$ cat src/rtl/qubit_measure_sampler.sv
// Turns free-running PRNG words into a valid/ready stream of Bernoulli outcomes.
// Optional QMEAS_TALLY_EN keeps a per-run count of accepted ones.
module qubit_measure_sampler #(
    parameter int PROB_W = 16,
    parameter int SHOT_W = 16
) (
    input  logic              clk,
    input  logic              reset_n,
    input  logic [31:0]       rand_word,
    input  logic              start,
    input  logic [PROB_W:0]   prob_one,
    input  logic [SHOT_W-1:0] shots,
    output logic              out_valid,
    input  logic              out_ready,
    output logic              out_bit,
    output logic              busy,
    output logic              done,
    output logic [SHOT_W-1:0] ones_count
);

    typedef enum logic [1:0] {IDLE, RUN, FIN} state_t;

    state_t            state;
    state_t            state_nx;
    logic [PROB_W:0]   prob_reg;
    logic [SHOT_W-1:0] issue_left;
    logic [SHOT_W-1:0] accept_left;
    logic              sample;
    logic              accept;
    logic              load;
    logic              xfer;
    logic              last_xfer;
    logic              unused_rand;

    // One extra bit on the compare lets prob == 1.0 always win.
    assign sample    = {1'b0, rand_word[31 -: PROB_W]} < prob_reg;
    assign accept    = (state == IDLE) && start;
    assign xfer      = out_valid && out_ready;
    assign load      = (state == RUN) && (!out_valid || out_ready)
                       && (issue_left != '0);
    assign last_xfer = xfer && (accept_left == SHOT_W'(1));
    assign busy      = (state != IDLE);
    assign done      = (state == FIN);

    assign unused_rand = ^rand_word[31-PROB_W:0];

    always_ff @(posedge clk or negedge reset_n) begin
        if (!reset_n) begin
            state <= IDLE;
        end else begin
            state <= state_nx;
        end
    end

    always_comb begin
        state_nx = state;
        case (state)
            IDLE: if (start) state_nx = RUN;
            RUN:  if (accept_left == '0 || last_xfer) state_nx = FIN;
            FIN:  state_nx = IDLE;
            default: state_nx = IDLE;
        endcase
    end

    always_ff @(posedge clk or negedge reset_n) begin
        if (!reset_n) begin
            prob_reg    <= '0;
            issue_left  <= '0;
            accept_left <= '0;
            out_valid   <= 1'b0;
            out_bit     <= 1'b0;
        end else if (accept) begin
            prob_reg    <= prob_one;
            issue_left  <= shots;
            accept_left <= shots;
        end else begin
            if (load) begin
                out_valid  <= 1'b1;
                out_bit    <= sample;
                issue_left <= issue_left - SHOT_W'(1);
            end else if (xfer) begin
                out_valid <= 1'b0;
                out_bit   <= 1'b0;
            end
            if (xfer) begin
                accept_left <= accept_left - SHOT_W'(1);
            end
        end
    end

`ifdef QMEAS_TALLY_EN
    always_ff @(posedge clk or negedge reset_n) begin
        if (!reset_n) begin
            ones_count <= '0;
        end else if (accept) begin
            ones_count <= '0;
        end else if (xfer && out_bit && (ones_count != '1)) begin
            ones_count <= ones_count + SHOT_W'(1);
        end
    end
`else
    assign ones_count = '0;
`endif

endmodule

$ cat config.mk
export PLATFORM = sky130hd
export DESIGN_NAME = qubit_measure_sampler
export DESIGN_NICKNAME = d
export VERILOG_FILES = /design/src/rtl/qubit_measure_sampler.sv
export SDC_FILE = /design/constraint.sdc
export NUM_CORES = 1
export LEC_CHECK = 0
export ABC_AREA = 1
export BUFFER_PORTS_ARGS = -buffer_cell sky130_fd_sc_hd__buf_2
export CELL_PAD_IN_SITES_DETAIL_PLACEMENT = 1
export CELL_PAD_IN_SITES_GLOBAL_PLACEMENT = 2
export CORE_ASPECT_RATIO = 0.6
export CORE_UTILIZATION = 26
export DETAILED_ROUTE_END_ITERATION = 10
export PLACE_DENSITY_LB_ADDON = 0.1
export SETUP_SLACK_MARGIN = 0.05
export SYNTH_ARGS = -nofsm -noshare
export SYNTH_HDL_FRONTEND = slang
export SYNTH_SLANG_ARGS = --single-unit
$ cat constraint.sdc
create_clock -name clk -period 1.4 [get_ports clk]
set_input_delay 0.21 -clock clk [delete_from_list [all_inputs] [get_ports clk]]
set_output_delay 0.21 -clock clk [all_outputs]
set_load 0.005 [all_outputs]
==> impl_metrics.yaml <==
global_route:
  grt_pass1_wl_um: 21840
  grt_pass1_vias: 4135
  antenna_found_initial: 0
  track_usage: 0.1995
  grt_overflow_total: 0
  grt_max_degree: 54
timing:
  min_period_ps: 1563
  fmax_ghz: 0.6399
  rsz0062_at_grt: "yes"
  hold_ws_ps: 103.4
  fin_ws_ps: -162.8
  maxSlewViolCount: 0
  finClkSkew_ps: 11.24
  finalSetupViolations: 43
  hold_viol: 0
  finalCritPeriodShare: 1.116
final_layout:
  area_delta_synth_final_pct: 59.90
  diodes: 0
  final_cells: 860
  final_area_um2: 5742
  drive_gt1_frac: 0.4391
  layout_commonest_cell: "nand2_1"
  largest_reg_flops: 17
  nNetsFinal: 778
  layout_common_cells: "nand2_1 (142), buf_4 (87), buf_2 (56)"
route:
  num_vias: 3939
  wl_per_cell_um: 15.97
  viasPerCell: 4.580
  finalWirelength_um: 13730
  final_antenna_net_count: 0
  first_iter_violations: 166
  first_pass_iters: 4
  drc: 0
floorplan:
  start_util: 0.2726
  fp-row-count: 32
  die_y_um: 93.03
  die-width_um: 153.7
  boundaryPins: 89
  core-area_um2: 13170
  die_area_um2: 14300
setup_path:
  cp_max_fo: 7
  cp_common_cell: "nand2_1"
  cpPeakStageDelay_ps: 400
  cp-start-kind: "flop"
  cpMaxStageDelayCell: "dfrtp_1"
  worstPathArrival_ps: 1810
  crit_type: "reg2reg"
  setup.worst_path.end_class: "flop"
  crit_chain: "inv_2, buf_4, nand3_4, inv_8, buf_12, nand2_1, o31ai_1, nand2_1, nand2_1"
  cp.required_ps: 1650
power:
  p_leak_nw: 2.872
  total_power_mw: 9.839
  peakVddDrop_mv: 0.6991
  powerDensity_nw_per_um2: 1714
placed_design:
  place_congestion: 0.7913
  postPlaceCellArea_um2: 4631
  place_hpwl_um: 9640
  dpl.cell_count: 817
  port-buffer-count: 56
yosys:
  syn_area_um2: 3591
  ys_types: 35
  ys_seq_elements: 53
  yosys_warnings: 0
  synth_area_per_cell_um2: 6.866
  yosysSeqAreaShare: 0.3693
  netlist_instances: 523
cts:
  htreeDepth: 2
  cts_buffers: 5
  clkTransAtPathRegs_ps: 80
  clock-sinks: 53
  cts_tree: "yes"
  clock_path_buffers: 2
  clock_latency_ps: 310
  root_buffer: "clkbuf_16"
outcome:
  status: "finished with violations"
  violations: "negative setup slack"
run:
  drv_cap: 0
worst_hold_path:
  hp-class: "in2reg"
-- cell families (layout without fill, tap and decap cells) --
family,Yosys count,after routing,share of synthesized area
flip-flops,53,53,0.3693
XOR/XNOR,2,2,0.004879
adder cells (fa/ha/maj),20,20,0.06969
AO/OA/AOI/OAI,57,57,0.08850
buffers and inverters,91,243,0.1157
other,1,16,0.001044
AND/OR/NAND/NOR,299,299,0.3509
-- power breakdown --
group	switching, mW	internal, mW	total, mW
registers	0.569	2.16	2.73
logic	2.97	2.74	5.71
clock network	0.635	0.762	1.40
total	4.18	5.66	9.84
-- repair_timing --
action | CTS | global route
endpoints found under the setup margin | 47 | 54
hold buffers | 1 | 0
pin swaps | 26 | 25
setup buffers | 16 | 17
cloned | 1 | 3
hold endpoints to repair | 53 | 0
resized for setup | 108 | 80
-- cell usage after synthesis, drive strengths merged --
library cell    n  area share
dfrtp          53        0.37
nand4           6       0.010
a31oi           3      0.0052
a21o            1      0.0021
o41ai           1      0.0024
nor2           66       0.073
a21oi          10       0.014
conb            1      0.0010
inv            63       0.066
clkbuf          4      0.0042
ha             20       0.070
nor3            4      0.0056
nand3          41       0.061
o211ai          3      0.0063
clkinv          1      0.0010
nand2         175        0.19
xor2            1      0.0024
nand3b          5       0.010
xnor2           1      0.0024
nor4            1      0.0017
buf            23       0.045
o21ai          36       0.052
o31ai           2      0.0042
and2            1      0.0017
o21a            1      0.0021
-- through the flow --
stage                     worst slack (ps)    util  TNS [ps]
after floorplan                      56.89       -         0
after global placement              -212.4  0.3515     -3199
after detailed placement            -194.8  0.3515     -3739
after CTS                           -75.80  0.4019    -882.5
after global routing                -226.2  0.4359     -6944
final                               -162.8  0.4359     -3288
-- layer usage --
layer | part of all wire | GRT usage | vias to the layer above
li1 | - | - | 1966
met1 | 0.53 | 0.2878 | 1892
met2 | 0.43 | 0.3121 | 69
met3 | 0.030 | 0.03058 | 12
met4 | 0.0087 | 0.04583 | 0
met5 | 0 | 0 | -
-- layout make-up --
cell class | count | area, µm²
fillers | 1631 | 7431
multi-input cells | 394 | 2401
repair buffers | 171 | 1383
flip-flops and latches | 53 | 1329
inverters | 64 | 259.0
well taps | 170 | 212.7
clock buffers | 7 | 152.6
clock inverters | 1 | 5.005
-- path summary, 6_finish.rpt --
path / start / end / slack, ps / depth (start not counted)
max: state[0] / issue_left[5] / -160 / 9
min: prob_one[10] / prob_reg[10] / 100 / 3
max reg2reg: state[0] / issue_left[5] / -160 / 9
min reg2reg: prob_reg[0] / prob_reg[0] / 510 / 2
max in group asynchronous: reset_n / accept_left[5] / 670 / 3
min in group asynchronous: reset_n / prob_reg[3] / 430 / 3
-- critical path: cells and delay by family, from the launching register on --
family / cells / cell delay, ps
DFF: 1 / 400
buffers and inverters: 4 / 530
AOI/OAI and AO/OA: 1 / 100
and+or+nand+nor: 4 / 490
Note: power is estimated with default switching activity, not from simulation.
